File: config.mk
export PLATFORM = sky130hd
export DESIGN_NAME = pwl_activation
export DESIGN_NICKNAME = d
export VERILOG_FILES = /design/src/rtl/pwl_activation.sv
export SDC_FILE = /design/constraint.sdc
export NUM_CORES = 1
export LEC_CHECK = 0
export CAP_MARGIN = 5
export CELL_PAD_IN_SITES_DETAIL_PLACEMENT = 0
export CELL_PAD_IN_SITES_GLOBAL_PLACEMENT = 1
export CORE_MARGIN = 4
export CORE_UTILIZATION = 43
export CTS_BUF_LIST = sky130_fd_sc_hd__clkbuf_16
export CTS_CLUSTER_DIAMETER = 40
export DETAILED_ROUTE_END_ITERATION = 6
export PLACE_DENSITY_LB_ADDON = 0.2
export SYNTH_ARGS = -nofsm -noshare
export SYNTH_HDL_FRONTEND = slang
export SYNTH_SLANG_ARGS = --single-unit
File: constraint.sdc
create_clock -name clk -period 2.7 [get_ports clk]
set_clock_uncertainty 0.05 [all_clocks]
set_input_delay 0.405 -clock clk [delete_from_list [all_inputs] [get_ports clk]]
set_output_delay 0.405 -clock clk [all_outputs]
set_load 0.01 [all_outputs]
File: src/rtl/pwl_activation.sv
// pwl_activation: 3-stage piecewise-linear (PLAN) sigmoid on Q(DATA_W-FRAC_W).FRAC_W data.
// Optional tanh mode (2*sigmoid(2x)-1) is compiled in only when PWL_TANH_EN is defined.
module pwl_activation #(
   parameter int DATA_W = 16,
   parameter int FRAC_W = 12
) (
   input  logic              clk,
   input  logic              reset,
   input  logic              in_valid,
   output logic              in_ready,
   input  logic [DATA_W-1:0] x,
   input  logic              mode,
   output logic              out_valid,
   input  logic              out_ready,
   output logic [DATA_W-1:0] f_x
);

   localparam logic [DATA_W-1:0] ZERO     = {DATA_W{1'b0}};
   localparam logic [DATA_W-1:0] LSB      = {{(DATA_W-1){1'b0}}, 1'b1};
   localparam logic [DATA_W-1:0] MAX_CODE = {1'b0, {(DATA_W-1){1'b1}}};
   localparam logic [DATA_W-1:0] MIN_CODE = {1'b1, {(DATA_W-1){1'b0}}};
   localparam logic [DATA_W-1:0] ONE      = LSB << FRAC_W;

   // Segment breakpoints and offsets, built from power-of-two fractions of 1.0
   localparam logic [DATA_W-1:0] C_FIVE   = (ONE << 2) + ONE;
   localparam logic [DATA_W-1:0] C_2P375  = (ONE << 1) + (ONE >> 2) + (ONE >> 3);
   localparam logic [DATA_W-1:0] C_0P84375 = (ONE >> 1) + (ONE >> 2) + (ONE >> 4) + (ONE >> 5);
   localparam logic [DATA_W-1:0] C_0P625  = (ONE >> 1) + (ONE >> 3);
   localparam logic [DATA_W-1:0] C_HALF   = ONE >> 1;

   function automatic logic [DATA_W-1:0] sat_abs(input logic [DATA_W-1:0] v);
      logic [DATA_W-1:0] r;
      if (v == MIN_CODE) begin
         r = MAX_CODE;
      end else if (v[DATA_W-1]) begin
         r = (~v) + LSB;
      end else begin
         r = v;
      end
      return r;
   endfunction

   // Sigmoid of a non-negative magnitude; shifts on a>=0 truncate toward zero
   function automatic logic [DATA_W-1:0] plan_seg(input logic [DATA_W-1:0] a);
      logic [DATA_W-1:0] r;
      if (a >= C_FIVE) begin
         r = ONE;
      end else if (a >= C_2P375) begin
         r = (a >> 5) + C_0P84375;
      end else if (a >= ONE) begin
         r = (a >> 3) + C_0P625;
      end else begin
         r = (a >> 2) + C_HALF;
      end
      return r;
   endfunction

`ifdef PWL_TANH_EN
   function automatic logic [DATA_W-1:0] sat_dbl(input logic [DATA_W-1:0] v);
      logic [DATA_W-1:0] r;
      if (v[DATA_W-1] != v[DATA_W-2]) begin
         r = v[DATA_W-1] ? MIN_CODE : MAX_CODE;
      end else begin
         r = {v[DATA_W-2:0], 1'b0};
      end
      return r;
   endfunction
`endif

   logic              advance_s;
   logic [DATA_W-1:0] s1_src_s;
   logic              v1_r;
   logic              neg1_r;
   logic [DATA_W-1:0] mag1_r;
   logic              v2_r;
   logic              neg2_r;
   logic [DATA_W-1:0] sig2_r;
   logic [DATA_W-1:0] fold_s;
   logic [DATA_W-1:0] res_s;

   // The whole pipeline moves as one; it only freezes when the output is held
   assign advance_s = out_ready | ~out_valid;
   assign in_ready  = advance_s;

`ifdef PWL_TANH_EN
   logic mode1_r;
   logic mode2_r;

   assign s1_src_s = mode ? sat_dbl(x) : x;

   // Per-sample mode travels alongside the data
   always_ff @(posedge clk or posedge reset) begin
      if (reset) begin
         mode1_r <= 1'b0;
         mode2_r <= 1'b0;
      end else if (advance_s) begin
         mode1_r <= mode;
         mode2_r <= mode1_r;
      end
   end
`else
   logic unused_mode_s;

   assign s1_src_s      = x;
   assign unused_mode_s = mode;
`endif

   // Stage 1: sign and saturated magnitude of the (possibly doubled) operand
   always_ff @(posedge clk or posedge reset) begin
      if (reset) begin
         v1_r   <= 1'b0;
         neg1_r <= 1'b0;
         mag1_r <= ZERO;
      end else if (advance_s) begin
         v1_r   <= in_valid;
         neg1_r <= s1_src_s[DATA_W-1];
         mag1_r <= sat_abs(s1_src_s);
      end
   end

   // Stage 2: segment select and shift-add on the magnitude
   always_ff @(posedge clk or posedge reset) begin
      if (reset) begin
         v2_r   <= 1'b0;
         neg2_r <= 1'b0;
         sig2_r <= ZERO;
      end else if (advance_s) begin
         v2_r   <= v1_r;
         neg2_r <= neg1_r;
         sig2_r <= plan_seg(mag1_r);
      end
   end

   // Stage 3 combinational: fold negatives to 1-f, then optional tanh rescale
   always_comb begin
      fold_s = sig2_r;
      res_s  = sig2_r;
      if (neg2_r) begin
         fold_s = ONE - sig2_r;
      end else begin
         fold_s = sig2_r;
      end
`ifdef PWL_TANH_EN
      if (mode2_r) begin
         res_s = {fold_s[DATA_W-2:0], 1'b0} - ONE;
      end else begin
         res_s = fold_s;
      end
`else
      res_s = fold_s;
`endif
   end

   // Stage 3 output register
   always_ff @(posedge clk or posedge reset) begin
      if (reset) begin
         out_valid <= 1'b0;
         f_x       <= ZERO;
      end else if (advance_s) begin
         out_valid <= v2_r;
         f_x       <= res_s;
      end
   end

endmodule
Yosys cells after proc, flatten, opt, wreduce, memory -nomap -nowiden
Cells that the tools add are included.
{"block": "classes", "add_sub_neg": 5, "order_cmp": 3, "n_eq_ne": 1, "muxes": 6, "bitwise": 3}
{"op": "16-bit two-way mux", "count": 3}
{"op": "15-bit two-way mux", "count": 3}
{"op": "16-bit by 1-bit adder with 16-bit output, second input constant", "count": 1}
{"op": "16-bit equality test, second input constant", "count": 1}
{"op": "16-bit by 13-bit greater-or-equal comparator with 1-bit output, second input constant", "count": 1}
{"op": "16-bit by 14-bit greater-or-equal comparator with 1-bit output, second input constant", "count": 1}
{"op": "16-bit by 15-bit greater-or-equal comparator with 1-bit output, second input constant", "count": 1}
{"op": "16-bit NOT", "count": 1}
{"op": "13-bit by 16-bit subtractor with 16-bit output, first input constant", "count": 1}
{"op": "14-bit by 12-bit adder with 15-bit output, second input constant", "count": 1}
{"op": "13-bit by 12-bit adder with 14-bit output, second input constant", "count": 1}
{"op": "11-bit by 12-bit adder with 13-bit output, second input constant", "count": 1}
{"op": "1-bit NOT", "count": 1}
{"op": "1-bit OR", "count": 1}
{"block": "word_totals", "register_bits": 53, "in_bits": 21, "out_inout_bits": 18, "word_cells": 26}

Logic depth before layout (Yosys ltp)
{"block": "logic_depth", "word_depth": 4, "mapped_depth": 9, "ltp_nobuf": 7}

Worst setup path before layout
Ideal clock, no wire load.
{"block": "synth_path", "kind": "input to register", "start": "in x[0]", "end": "reg mag1_r[12]", "setup_ns": 0.133, "arrival_time_ns": 2.133, "required_ns": 2.517, "slack_ns": 0.383, "cell_stages": 8, "path_buffers": 1, "path_cell_list": "inv_1 > ha_1 > or3b_1 > or4_1 > buf_2 > o41a_1 > o211ai_1 > o21ai_0"}
{"block": "synth_between", "elab_chain_cells": 4, "elab_cells_between_ends": 5, "cone_classes": "1 x add/sub; 1 x eq/ne; 2 x mux; 1 x bitwise"}
{"element": "start, declared", "line": "11", "rtl": "input logic [DATA_W-1:0] x,"}
{"element": "16-bit NOT", "line": "36", "rtl": "r = (~v) + LSB;"}
{"element": "16-bit by 1-bit adder with 16-bit output", "line": "36"}
{"element": "16-bit two-way mux", "line": "35", "rtl": "end else if (v[DATA_W-1]) begin"}
{"element": "16-bit two-way mux *", "line": "33", "rtl": "if (v == MIN_CODE) begin"}
{"element": "end signal, assigned", "line": "117", "rtl": "mag1_r <= sat_abs(s1_src_s);"}
{"element": "end, declared", "line": "74", "rtl": "logic [DATA_W-1:0] mag1_r;"}
Every way passes the cells marked *; elsewhere a longest branch is shown, timed or not.
A chain may end at the register's enable or synchronous reset.

Final worst setup path
{"block": "layout_path", "start": "in x[1]", "end": "reg mag1_r[12]"}
Same word-level chain as after synthesis.

==> results.ini <==
[run_status]
outcome = finished, final reports clean

[global_route]
top_usage_layer = met2
grt_start_max_net_pins = 53
grt_pass1_wl_um = 11000
antenna_found_initial = 0
gr-total-overflow = 0
grtUsageMet1_pct = 19.5
grtUsageTotal_pct = 15.5
gr-usage-met2_pct = 26.6
grt_util_met3_pct = 2.49
grt_pass1_vias = 2366

[cts]
clk_pin_slew_ns = 0.07
insertion_delay_ns = 0.29
clkSinkCount = 52
numCtsBuffers = 5
ctsLongestPathBuffers = 2
cts_root_buf = clkbuf_16
post_cts_buffers = 0
tritoncts = built
cts_max_level = 2

[timing]
finalSetupViolations = 0
period_needed_ns = 2.49
slew_headroom_pct = 57.6
fin_crit_sh_pct = 92.2
slew_viol_final = 0
tns_ns = 0
fmax_ghz = 0.402
rsz0062_at_grt = no
final_hold_viol_count = 0
worst_pin_slew_ns = 0.635

[route]
ant_nets = 0
avgViaCountPerCell = 5.22
first_iter_violations = 77
dr.pass1.iters = 4
num_vias = 2444
drcViolationCount = 0
wl_um = 6240
wl_per_cell_um = 13.3

[logic_synthesis]
netlist_area_um2 = 3110
ys.flop_type = dfrtp_1
synth.most_common_cell = dfrtp_1
syn_inst = 328
mappedNetlistNets = 359
yosys.area.top_type_share_pct = 41.9
synth_area_leaders = dfrtp_1, xor2_1, nand2_1, ha_1, o21ai_0
synth.distinct_cells = 59
synth_commonest_cells = dfrtp_1, nand2_1, o21ai_0
async_flop_share_pct = 100
yosys.area.top_type = dfrtp_1
synth_edf_count = 0
syn_area_per_cell_um2 = 9.47
yosysSeqAreaShare_pct = 41.9
ys_ff_latch = 52
yosys_warnings = 0

[final_layout]
utilization_pct = 54.9
diodes = 0
syn_to_final_growth_pct = 22.1
fin_nets = 402
drive_gt1_share_pct = 11.0
fillers = 674

[floorplan]
row_count = 30
die_h_um = 93.0
core_um2 = 6910
die_w_um = 93.0
ios = 39
dieArea_um2 = 8650
initial_core_util_pct = 45.0

[critical_path]
cp_max_fo = 4
path_class = in -> reg
path_cells = clkdlybuf4s50_1 -> inv_1 -> ha_1 -> or3b_1 -> or4_1 -> o41a_1 -> o211ai_1 -> o21ai_0
cpPeakStageDelay_ns = 0.47
critPathArrivalTime_ns = 2.60
start_kind = primary input
slowest_stage = or4_1
endpoint_kind = flip-flop
required_ns = 2.82

[power]
p_leak_nw = 1.60
p_per_area_nw_per_um2 = 945
p_total_mw = 3.58
vdd_drop_max_uv = 312

[run]
maxCapViolCount = 0

[placed_design]
routabilityCongestion = 0.818
portBuffers = 37
hpwl_um = 4670

[worst_hold_path]
min_path_type = reg -> reg

[where the power goes]
| group | total, mW | internal (mW) | switching [mW] | leakage, nW |
|---|---|---|---|---|
| Sequential | 1.37 | 1.08 | 0.290 | 0.628 |
| Clock | 0.712 | 0.437 | 0.275 | 0.0856 |
| Combinational | 1.50 | 0.778 | 0.723 | 0.888 |
[layout by cell type, fill, tap and decap left out, drive strengths merged, types with 4 or more instances in the layout]
cell type | netlist | layout
clkdlybuf4s50 | 0 | 37
nor3 | 5 | 5
nor2 | 24 | 24
o22ai | 5 | 5
o31ai | 7 | 7
xor2 | 19 | 19
dfrtp | 52 | 52
inv | 13 | 15
o21ai | 26 | 26
a22o | 5 | 5
nand2 | 39 | 39
buf | 6 | 18
a21oi | 11 | 11
mux2 | 5 | 5
clkbuf | 13 | 5
ha | 10 | 10
or3 | 4 | 4
xnor2 | 7 | 7
or4 | 6 | 6
mux2i | 11 | 11
nor2b | 4 | 4
a31oi | 10 | 10
[worst paths after layout]
path / from / endpoint / slack [ns] / cells after the start
max: x[1] / mag1_r[12] / 0.21 / 8
min: f_x[15] / f_x[15] / 0.42 / 2
max reg2reg: sig2_r[1] / f_x[14] / 0.39 / 7
min reg2reg: f_x[15] / f_x[15] / 0.42 / 2
max in group asynchronous: reset / mag1_r[13] / 1.62 / 3
min in group asynchronous: reset / f_x[15] / 0.56 / 3
[per-stage QoR]
| stage | std cells | hold slack (ns) | setup slack [ns] | cell area, µm² |
|---|---|---|---|---|
| after global routing | 468 | 0.442 | 0.0937 | 3790 |
| final | 468 | 0.417 | 0.212 | 3790 |
| after floorplan | 328 | 0.380 | 0.383 | 3110 |
| after detailed placement | 460 | 0.406 | -0.152 | 3620 |
| after global placement | 460 | 0.391 | -0.107 | 3620 |
| after CTS | 468 | 0.421 | 0.150 | 3790 |
[cell type report]
class	instances	area, µm²	area share (%)
Sequential cell	52	1300	34.3
Multi-Input combinational cell	244	1650	43.5
Timing Repair Buffer	55	505	13.3
Inverter	13	48.8	1.29
Tap cell	96	120	3.17
Clock buffer	5	125	3.30
Clock inverter	3	42.5	1.12
[worst max-delay path: cells and delay by family]
kind / cells / cell delay [ns]
fa+ha+maj: 1 / 0.16
compound gates: 3 / 0.69
buf+inv: 2 / 0.52
simple gates: 2 / 0.83
[per-layer routing]
metal / vias up / share of wire (%)
met5: - / 0
met4: 0 / 2.0
met3: 9 / 3.3
met2: 41 / 49
met1: 1123 / 46
li1: 1271 / -
[timing repair]
| action | CTS | global route |
|---|---|---|
| gates resized for setup | 0 | 1 |
| hold buffers | 0 | 0 |
| endpoints found under the setup margin | 0 | 1 |
[cell families (layout without fill, tap and decap cells)]
kind of cell | count (synthesis) | in the layout | share of synthesized area, %
flops | 52 | 52 | 41.9
compound gates | 91 | 91 | 20.1
fa+ha+maj | 10 | 10 | 4.03
mux | 16 | 16 | 5.36
simple gates | 101 | 101 | 16.1
xor+xnor | 26 | 26 | 7.33
buf+inv | 32 | 76 | 5.16
[flip-flops by register name (all words and copies together), names as in the netlist]
name,count
neg1_r,1
sig2_r,15
v1_r,1
f_x,16
v2_r,1
neg2_r,1
out_valid,1
mag1_r,16
Power figures use the tool's default switching activity.
